<file path="src/rtl/clken_nco_multi_if.sv">
// Configuration port bundle for clken_nco_multi.
//
// Handshake: a write is taken on a rising edge where cfg_valid && cfg_ready;
// an apply is taken on a rising edge where cfg_apply && cfg_ready. Both may
// fire on the same edge, and the write is then part of the applied set.
// cfg_ready never depends on cfg_valid or cfg_apply. cfg_err is a one-cycle
// response that follows a rejected write.
//
// Signals:
//   cfg_valid  write request          cfg_ready  write/apply can be taken
//   cfg_ch     target channel         cfg_inc    rate numerator
//   cfg_mod    rate denominator       cfg_phase  start accumulator value
//   cfg_apply  commit shadow regs     cfg_err    rejected-write pulse
interface clken_nco_multi_if #(
  parameter int NUM_CH = 8,
  parameter int ACC_W  = 16
);
  localparam int CH_W = (NUM_CH > 1) ? $clog2(NUM_CH) : 1;

  logic             cfg_valid;
  logic             cfg_ready;
  logic [CH_W-1:0]  cfg_ch;
  logic [ACC_W-1:0] cfg_inc;
  logic [ACC_W-1:0] cfg_mod;
  logic [ACC_W-1:0] cfg_phase;
  logic             cfg_apply;
  logic             cfg_err;

  modport master (
    output cfg_valid, cfg_ch, cfg_inc, cfg_mod, cfg_phase, cfg_apply,
    input  cfg_ready, cfg_err
  );

  modport slave (
    input  cfg_valid, cfg_ch, cfg_inc, cfg_mod, cfg_phase, cfg_apply,
    output cfg_ready, cfg_err
  );
endinterface

</file>
<file path="src/rtl/clken_nco_multi.sv">
// Multi-channel fractional clock-enable generator.
//
// Each channel runs a modulo accumulator that advances by inc every refclk
// cycle and wraps at mod, giving a single-cycle enable at rate inc/mod.
// Ratios are written into per-channel shadow registers and committed to all
// channels at once by an apply; every accumulator then restarts from its
// programmed phase on the same edge, so channels with equal settings stay
// cycle-aligned. Enables are held off until the lock counter expires.
//
// Ports:
//   refclk     single clock, rising edge
//   rst_n      synchronous active-low reset
//   cfg        configuration port (clken_nco_multi_if slave modport)
//   ce         per-channel registered enable strobes
//   locked     strobes are valid and stable
//   dbg_state  current FSM state (ALIGN=0, COUNT_LOCK=1, LOCKED=2)
module clken_nco_multi #(
  parameter int NUM_CH      = 8,
  parameter int ACC_W       = 16,
  parameter int LOCK_CYCLES = 16
) (
  input  logic              refclk,
  input  logic              rst_n,
  clken_nco_multi_if.slave  cfg,
  output logic [NUM_CH-1:0] ce,
  output logic              locked,
  output logic [1:0]        dbg_state
);

  localparam int CH_W  = (NUM_CH > 1) ? $clog2(NUM_CH) : 1;
  localparam int CHX_W = CH_W + 1;
  localparam int CNT_W = (LOCK_CYCLES > 1) ? $clog2(LOCK_CYCLES + 1) : 1;

  localparam logic [CHX_W-1:0] CH_LIMIT = CHX_W'(NUM_CH);
  localparam logic [CNT_W-1:0] CNT_LAST = CNT_W'(LOCK_CYCLES - 1);

  localparam logic [1:0] ST_ALIGN  = 2'd0;
  localparam logic [1:0] ST_COUNT  = 2'd1;
  localparam logic [1:0] ST_LOCKED = 2'd2;

  logic [1:0]       state, state_n;
  // Cleared by reset so that ALIGN holds for one extra edge after reset,
  // giving reset release the same timing as an accepted apply.
  logic             armed;
  logic [CNT_W-1:0] lock_cnt;
  logic             err_q;

  logic [ACC_W-1:0] sh_inc   [NUM_CH];
  logic [ACC_W-1:0] sh_mod   [NUM_CH];
  logic [ACC_W-1:0] sh_phase [NUM_CH];
  logic [ACC_W-1:0] act_inc  [NUM_CH];
  logic [ACC_W-1:0] act_mod  [NUM_CH];
  logic [ACC_W-1:0] acc      [NUM_CH];
  logic [ACC_W-1:0] acc_next [NUM_CH];
  logic [NUM_CH-1:0] wrap_next, wrap_q;

  logic write_fire, apply_fire, write_legal;

  assign cfg.cfg_ready = rst_n && (state != ST_ALIGN);
  assign cfg.cfg_err   = err_q;
  assign write_fire    = cfg.cfg_valid && cfg.cfg_ready;
  assign apply_fire    = cfg.cfg_apply && cfg.cfg_ready;
  assign locked        = (state == ST_LOCKED);
  assign dbg_state     = state;

  // A legal ratio keeps acc < mod forever, so the accumulator needs only one
  // extra bit for the sum and never more than one subtraction per cycle.
  assign write_legal = (cfg.cfg_mod != '0) &&
                       (cfg.cfg_inc <= cfg.cfg_mod) &&
                       (cfg.cfg_phase < cfg.cfg_mod) &&
                       ({1'b0, cfg.cfg_ch} < CH_LIMIT);

  always_comb begin
    state_n = state;
    case (state)
      ST_ALIGN:  if (armed) state_n = ST_COUNT;
      ST_COUNT: begin
        if (apply_fire)                state_n = ST_ALIGN;
        else if (lock_cnt == CNT_LAST) state_n = ST_LOCKED;
      end
      ST_LOCKED: if (apply_fire) state_n = ST_ALIGN;
      default:   state_n = ST_ALIGN;
    endcase
  end

  always_comb begin
    logic [ACC_W:0] sum;
    wrap_next = '0;
    for (int i = 0; i < NUM_CH; i++) begin
      sum = {1'b0, acc[i]} + {1'b0, act_inc[i]};
      if (sum >= {1'b0, act_mod[i]}) begin
        acc_next[i]  = ACC_W'(sum - {1'b0, act_mod[i]});
        wrap_next[i] = 1'b1;
      end else begin
        acc_next[i]  = sum[ACC_W-1:0];
      end
    end
  end

  always_ff @(posedge refclk) begin
    if (!rst_n) begin
      state    <= ST_ALIGN;
      armed    <= 1'b0;
      lock_cnt <= '0;
      err_q    <= 1'b0;
      wrap_q   <= '0;
      ce       <= '0;
      for (int i = 0; i < NUM_CH; i++) begin
        sh_inc[i]   <= '0;
        sh_mod[i]   <= ACC_W'(1);
        sh_phase[i] <= '0;
        act_inc[i]  <= '0;
        act_mod[i]  <= ACC_W'(1);
        acc[i]      <= '0;
      end
    end else begin
      state <= state_n;
      armed <= 1'b1;
      err_q <= write_fire && !write_legal;
      // The mask looks at the next state so ce drops on the apply edge and
      // opens on the edge where locked rises.
      ce    <= (state_n == ST_LOCKED) ? wrap_q : '0;

      if (write_fire && write_legal) begin
        sh_inc[cfg.cfg_ch]   <= cfg.cfg_inc;
        sh_mod[cfg.cfg_ch]   <= cfg.cfg_mod;
        sh_phase[cfg.cfg_ch] <= cfg.cfg_phase;
      end

      if (state == ST_ALIGN) begin
        wrap_q <= '0;
        if (armed) begin
          lock_cnt <= '0;
          for (int i = 0; i < NUM_CH; i++) begin
            act_inc[i] <= sh_inc[i];
            act_mod[i] <= sh_mod[i];
            acc[i]     <= sh_phase[i];
          end
        end
      end else begin
        wrap_q <= wrap_next;
        for (int i = 0; i < NUM_CH; i++) acc[i] <= acc_next[i];
        if (state == ST_COUNT) lock_cnt <= lock_cnt + 1'b1;
      end
    end
  end

endmodule
</file>
<file path="src/flat_wrapper.sv">
// flat-port wrapper written by rule: the top's interface ports become plain ports
module clken_nco_multi_flat 
#(
  parameter int NUM_CH      = 8,
  parameter int ACC_W       = 16,
  parameter int LOCK_CYCLES = 16
)
  (refclk, rst_n, ce, locked, dbg_state, cfg_cfg_valid, cfg_cfg_ch, cfg_cfg_inc, cfg_cfg_mod, cfg_cfg_phase, cfg_cfg_apply, cfg_cfg_ready, cfg_cfg_err);
  clken_nco_multi_if #(.NUM_CH(NUM_CH), .ACC_W(ACC_W)) cfg_i ();
  input  logic refclk;
  input  logic rst_n;
  output logic [NUM_CH-1:0] ce;
  output logic locked;
  output logic [1:0] dbg_state;
  input wire logic [$bits(cfg_i.cfg_valid)-1:0] cfg_cfg_valid;
  input wire logic [$bits(cfg_i.cfg_ch)-1:0] cfg_cfg_ch;
  input wire logic [$bits(cfg_i.cfg_inc)-1:0] cfg_cfg_inc;
  input wire logic [$bits(cfg_i.cfg_mod)-1:0] cfg_cfg_mod;
  input wire logic [$bits(cfg_i.cfg_phase)-1:0] cfg_cfg_phase;
  input wire logic [$bits(cfg_i.cfg_apply)-1:0] cfg_cfg_apply;
  output wire logic [$bits(cfg_i.cfg_ready)-1:0] cfg_cfg_ready;
  output wire logic [$bits(cfg_i.cfg_err)-1:0] cfg_cfg_err;
  assign cfg_i.cfg_valid = cfg_cfg_valid;
  assign cfg_i.cfg_ch = cfg_cfg_ch;
  assign cfg_i.cfg_inc = cfg_cfg_inc;
  assign cfg_i.cfg_mod = cfg_cfg_mod;
  assign cfg_i.cfg_phase = cfg_cfg_phase;
  assign cfg_i.cfg_apply = cfg_cfg_apply;
  assign cfg_cfg_ready = cfg_i.cfg_ready;
  assign cfg_cfg_err = cfg_i.cfg_err;
  clken_nco_multi #(.NUM_CH(NUM_CH), .ACC_W(ACC_W), .LOCK_CYCLES(LOCK_CYCLES)) u_core (.refclk(refclk), .rst_n(rst_n), .cfg(cfg_i), .ce(ce), .locked(locked), .dbg_state(dbg_state));
endmodule
</file>
<file path="config.mk">
export PLATFORM = sky130hd
export DESIGN_NAME = clken_nco_multi_flat
export DESIGN_NICKNAME = d
export VERILOG_FILES = /design/src/rtl/clken_nco_multi_if.sv /design/src/rtl/clken_nco_multi.sv /design/src/flat_wrapper.sv
export SDC_FILE = /design/constraint.sdc
export NUM_CORES = 1
export LEC_CHECK = 0
export ABC_AREA = 1
export ABC_CLOCK_PERIOD_IN_PS = 10500
export CORE_ASPECT_RATIO = 1.1
export CORE_MARGIN = 5
export CORE_UTILIZATION = 64
export CTS_CLUSTER_SIZE = 12
export DETAILED_ROUTE_END_ITERATION = 8
export GPL_ROUTABILITY_DRIVEN = 0
export MAX_ROUTING_LAYER = met4
export PLACE_DENSITY = 0.81
export SETUP_SLACK_MARGIN = 0.05
export SLEW_MARGIN = 25
export SYNTH_ARGS = -nofsm -noshare
export SYNTH_HDL_FRONTEND = slang
export SYNTH_SLANG_ARGS = --single-unit
export TNS_END_PERCENT = 20
</file>
<file path="constraint.sdc">
create_clock -name refclk -period 10.5 [get_ports refclk]
set_input_delay 1.575 -clock refclk [delete_from_list [all_inputs] [get_ports refclk]]
set_output_delay 1.575 -clock refclk [all_outputs]
set_load 0.02 [all_outputs]
</file>
==> run_results.csv, run 1 <==
group,metric,value,unit
global_route,grt_max_degree,179,
synthesis,post-synth-top-area-cell,"edfxtp_1",
timing,tns,0,ns
floorplanning,pin_count,68,
power_and_ir_drop,vdd_drop_max,0.125,mV
synthesis,syn_area,48500,um2
critical_path,end_kind,"flop",
critical_path,worstReg2RegEnd,"u_core.sh_phase[7][15]",
min_path,holdPathStages,2,
timing,setup_slack,4.05,ns
synthesis,ys_seq_area_share,48.5,%
timing,finalCritPeriodShare,61.4,%
critical_path,start_kind,"primary input",
synthesis,async_flop_share,0,%
power_and_ir_drop,leakage,23.0,nW
synthesis,synthFlopType,"edfxtp_1",
critical_path,required,10.78,ns
clock_network,max-clock-path-buffers,3,
detailed_routing,via_per_inst,6.01,
clock_network,cts_max_level,3,
timing,slew_violations,0,
detailed_routing,postRouteAntennaNets,0,
min_path,min-delay-start,"u_core.wrap_q[1]",
global_route,grt_first_pass_wirelength,205000,um
floorplanning,start_util,64.2,%
power_and_ir_drop,cellPowerDensity,191,nW/um2
synthesis,synth.area.mux_share,0,%
clock_network,cts-root-buf,"clkbuf_16",
synthesis,synth.top_cell.area_share,47.5,%
clock_network,numClockSinks,793,
synthesis,synth_compound_area_share,4.20,%
min_path,whs_endpoint,"u_core.ce[1]",
detailed_routing,drt_wl_total,137000,um
synthesis,synthesis.nets,5705,
floorplanning,fp-row-count,106,
critical_path,worstPathArrival,6.73,ns
floorplanning,fp.dieH,299,um
job,drv_cap,0,
timing,max-slew-margin-rel,20.2,%
cells_and_area,nets,5723,
global_route,grt_antenna_before_repair,5,
run_status,outcome,"complete, no violations",
clock_network,clock_latency,0.67,ns
synthesis,synth_top_family_by_area,"simple AND/OR/NAND/NOR gates",
floorplanning,die_x,273,um
timing,whs,0.407,ns
synthesis,synth-simple-area-share,28.0,%
synthesis,synthXorXnorAreaFrac,2.51,%
detailed_routing,detail_route.drc_violations,0,
detailed_routing,wl_per_cell,21.5,um
global_route,grt-ovfl-total,0,
clock_network,cts-hold-fix-buffers,0,
detailed_routing,dr.pass1.iters,6,
synthesis,yosysWarningCount,0,
synthesis,ys_seq_elements,793,
floorplanning,coreArea,75600,um2
synthesis,synth.area.top_cells,"edfxtp_1 48%, nand2_1 9.6%, nor3_2 7.8%, ha_1 7.4%, inv_1 6.3%",
cells_and_area,drive_gt1_share,11.1,%
timing,fin_skew,0.0473,ns
placement,place_ws,3.68,ns
synthesis,synth.distinct_cells,49,
clock_network,cts_resized,0,
clock_network,clk_pin_slew,0.06,ns
synthesis,yosysMostFrequentCell,"nand2_1",
detailed_routing,via_count,38446,
synthesis,synthAdderAreaFrac,8.11,%
clock_network,cts_setup_buffers,0,
critical_path,crit_type,"in -> reg",
global_route,grt_pass1_vias,36148,
power_and_ir_drop,p_total,10.0,mW
timing,period_needed,6.45,ns
synthesis,yosys-top-cells-count,"1236 x nand2_1, 821 x inv_1, 768 x edfxtp_1",
timing,grt_setup_unrepaired,"false",
placement,io_buffers,67,
synthesis,syn_area_per_cell,9.08,um2
cells_and_area,syn_to_final_growth,8.26,%
min_path,hold_class,"reg -> reg",
detailed_routing,drtIter0Drc,5318,
synthesis,synth_edf_count,768,
timing,worst_slew_pin_slew,1.19,ns
timing,fmax,155,MHz
global_route,grt_usage,33.7,%
clock_network,numCtsBuffers,82,
clock_network,cts_tree,"yes",
timing,setup_viol,0,
critical_path,worstReg2RegStart,"u_core.dbg_state[0]",
floorplanning,die-area,81500,um2
placement,dp_hpwl,92600,um
critical_path,crit_fanout,122,
critical_path,r2r_setup_slack,5.87,ns
timing,hold_violations,0,
synthesis,syn-instance-count,5345,
cells_and_area,fillers,5435,
critical_path,worstRegToRegCells,9,
-- critical path, stage by stage --
cell and delay [ns]:
clkdlybuf4s50_1 0.57, clkinv_1 0.72, ha_1 0.61, nand2_1 0.08
inv_1 0.05, o21ai_1 0.16, nand2_1 0.07, a21oi_1 0.13
nand2_1 0.07, nand2_1 0.13, nand4_4 0.80, buf_12 0.63
o21ai_4 0.48, buf_4 0.51
-- registers in the layout, summed over array words and instances (netlist names), 8 cells and up --
name / count
u_core.sh_mod: 128
u_core.acc: 128
u_core.sh_phase: 128
u_core.act_inc: 128
u_core.sh_inc: 128
u_core.act_mod: 128
u_core.wrap_q: 8
u_core.ce: 8
-- worst max-delay path by stage --
stage / start / end / cells past startpoint / slack [ns]
2_1_floorplan: rst_n / u_core.act_inc[0][0] / 2 / 2.56
3_3_place_gp: cfg_cfg_mod[13] / u_core.sh_mod[6][1] / 12 / 3.76
3_5_place_dp: cfg_cfg_mod[13] / u_core.sh_inc[6][3] / 12 / 3.68
4_1_cts: cfg_cfg_mod[13] / u_core.sh_phase[6][8] / 14 / 4.25
5_1_grt: cfg_cfg_mod[13] / u_core.sh_mod[6][7] / 12 / 3.92
6_report: cfg_cfg_mod[13] / u_core.sh_mod[6][11] / 14 / 4.05
-- power breakdown --
group | switching (mW) | internal (mW)
clock | 1.24 | 1.56
combinational | 2.30 | 1.14
sequential | 0.0919 | 3.71
-- cell families after synthesis --
logic type / Yosys count
xor+xnor: 139
buf+inv: 1053
flops: 793
fa+ha+maj: 305
simple gates: 2677
compound gates: 378
-- per-layer routing --
metal,global-route usage (%),routed length (um),vias up
met2,50.0,60700,2326
met1,43.6,50900,17981
met3,9.64,18100,437
met4,15.1,7600,0
li1,-,-,17702
met5,-,0,-
-- through the flow --
| step | cells | cell area, um2 | util (%) |
|---|---|---|---|
| final | 6394 | 52500 | 69.5 |
| after global routing | 6393 | 52500 | 69.5 |
| after CTS | 6387 | 52500 | 69.4 |
| after detailed placement | 6249 | 50000 | 66.2 |
| after global placement | 6249 | 50000 | 66.2 |
| after floorplan | 5345 | 48500 | - |
-- area by class of cell --
| type | instances | area, um2 | area share, % |
|---|---|---|---|
| Clock buffer | 112 | 2200 | 4.18 |
| Clock inverter | 26 | 265 | 0.505 |
| Multi-Input combinational cell | 3499 | 21000 | 39.9 |
| Antenna cell | 5 | 12.5 | 0.0238 |
| Timing Repair Buffer | 103 | 1020 | 1.93 |
| Tap cell | 972 | 1220 | 2.31 |
| Inverter | 884 | 3320 | 6.32 |
| Sequential cell | 793 | 23600 | 44.8 |
-- layout by cell type (no fill, tap or decap), drive strengths merged, types with 37 or more instances in the layout --
master and instances:
ha 289, inv 843, nand3b 47, xnor2 46, xor2 93, nand4 53, clkinv 61, o21ai 77
nand3 450, a21oi 251, clkbuf 112, edfxtp 768, nor2 431, nand2 1249, clkdlybuf4s50 66, buf 37
nor3 413
Power figures use the tool's default switching activity.
==> run 2, diff against run 1 <==
- ABC_CLOCK_PERIOD_IN_PS: 10500 -> 5600
- CORE_UTILIZATION: 64 -> 58
- PLACE_DENSITY: 0.81 -> 0.78
- clock period: 10.5 -> 5.6 ns (I/O delays scaled with it)
==> run_results.csv, run 2 (synthesized netlist as in run 1, its figures left out) <==
group,metric,value,unit
run_status,outcome,"complete, no violations",
clock_network,cts-root-buf,"clkbuf_16",
detailed_routing,detail_route.drc_violations,0,
floorplanning,pin_count,68,
cells_and_area,drive_gt1_share,11.4,%
clock_network,clock_latency,0.65,ns
clock_network,cts-hold-fix-buffers,0,
clock_network,cts_setup_buffers,0,
timing,setup_viol,0,
job,drv_cap,0,
min_path,min-delay-start,"u_core.wrap_q[5]",
critical_path,start_kind,"flop",
detailed_routing,wl_per_cell,20.6,um
clock_network,cts_tree,"yes",
timing,whs,0.411,ns
clock_network,cts_max_level,3,
critical_path,worstReg2RegStart,"u_core.act_inc[2][0]",
floorplanning,die_x,286,um
placement,dp_hpwl,93300,um
global_route,grt_antenna_before_repair,1,
detailed_routing,postRouteAntennaNets,0,
placement,place_ws,1.01,ns
timing,fmax,245,MHz
cells_and_area,final_cell_mix,"1233 x nand2_1, 820 x inv_1, 768 x edfxtp_1",
critical_path,end_kind,"flop",
cells_and_area,syn_to_final_growth,9.15,%
global_route,grt_max_degree,118,
critical_path,required,5.95,ns
power_and_ir_drop,cellPowerDensity,358,nW/um2
timing,setup_slack,1.51,ns
detailed_routing,via_count,37830,
global_route,grt_first_pass_wirelength,203000,um
clock_network,cts_resized,0,
power_and_ir_drop,p_total,18.9,mW
timing,worst_slew_pin_slew,1.13,ns
timing,max-slew-margin-rel,23.9,%
clock_network,numClockSinks,793,
clock_network,max-clock-path-buffers,3,
floorplanning,fp.dieH,313,um
detailed_routing,dr.pass1.iters,6,
global_route,grt_usage,30.3,%
detailed_routing,drt_wl_total,134000,um
cells_and_area,diodes,0,
critical_path,crit_type,"reg -> reg",
critical_path,worstPathArrival,4.44,ns
floorplanning,start_util,58.3,%
timing,fin_skew,0.0344,ns
timing,slew_violations,0,
timing,grt_setup_unrepaired,"false",
min_path,hold_class,"reg -> reg",
cells_and_area,nets,5744,
detailed_routing,via_per_inst,5.80,
timing,finalCritPeriodShare,73.0,%
detailed_routing,drtIter0Drc,4318,
floorplanning,fp-row-count,111,
cells_and_area,fillers,6445,
floorplanning,coreArea,83200,um2
power_and_ir_drop,leakage,23.2,nW
clock_network,clk_pin_slew,0.06,ns
clock_network,numCtsBuffers,83,
floorplanning,die-area,89600,um2
timing,hold_violations,0,
placement,io_buffers,67,
critical_path,crit_fanout,13,
global_route,grt-ovfl-total,0,
cells_and_area,layout_commonest_cell,"nand2_1",
critical_path,startpoint,"u_core.act_inc[2][0]",
timing,period_needed,4.09,ns
power_and_ir_drop,vdd_drop_max,0.303,mV
global_route,grt_pass1_vias,35667,
[run 2: cell count changes in the layout (fill, tap and decap cells not counted), sizes merged]
| cell | change |
|---|---|
| bufinv | +2 |
| buf | +20 |
| inv | -3 |
| clkinv | +2 |
| clkbuf | +11 |
| diode | -5 |
[run 2: report_power, final]
group          switching (mW)  leakage, nW  internal [mW]  total (mW)
Combinational            4.26         13.6           2.14        6.40
Sequential              0.165         8.37           6.96        7.13
Clock                    2.32         1.24           3.10        5.42
Total                    6.74         23.2           12.2        18.9
[run 2: per-stage QoR]
| stage | setup TNS, ns | instance area (um2) | utilization (%) | instances |
|---|---|---|---|---|
| 6_report | 0 | 53000 | 63.7 | 6522 |
| 5_1_grt | 0 | 53000 | 63.7 | 6522 |
| 4_1_cts | 0 | 53000 | 63.7 | 6522 |
| 3_5_place_dp | 0 | 50400 | 60.6 | 6372 |
| 3_3_place_gp | 0 | 50400 | 60.6 | 6372 |
| 2_1_floorplan | -189.66 | 48500 | - | 5345 |
[run 2: critical path, stage by stage (launching register included)]
cell and delay (ns):
edfxtp_1 0.39, ha_1 0.27, fa_1 0.46, nand3_1 0.10, nand3_1 0.17, nand2_1 0.11
nand2_1 0.10, xor2_1 0.29, ha_1 0.35, nand2_1 0.11, nor2_1 0.07, nand2_1 0.10
o21ai_1 0.10, a21oi_1 0.74, nand3_1 0.15, nand3_1 0.19, a21oi_1 0.09
[run 2: per-layer routing]
metal	global-route usage, %	part of all wire [%]
met1	39.2	38
met2	46.7	45
met3	5.92	11
met4	13.7	5.4
met5	-	0
[run 2: final cells by class]
class / instances / area, um2 / share of cell area, %
flip-flops and latches: 793 / 23600 / 44.5
multi-input cells: 3499 / 21000 / 39.6
inverters: 884 / 3320 / 6.27
clock buffers: 123 / 2280 / 4.30
well taps: 1073 / 1340 / 2.53
repair buffers: 123 / 1190 / 2.24
clock inverters: 27 / 320 / 0.605
[run 2: path summary, 6_finish.rpt]
path | endpoint | slack, ns | depth (start not counted)
worst max-delay path | u_core.acc[2][12] | 1.51 | 16
worst min-delay path | u_core.ce[5] | 0.41 | 2
worst max register to register | u_core.acc[2][12] | 1.51 | 16
worst min register to register | u_core.ce[5] | 0.41 | 2
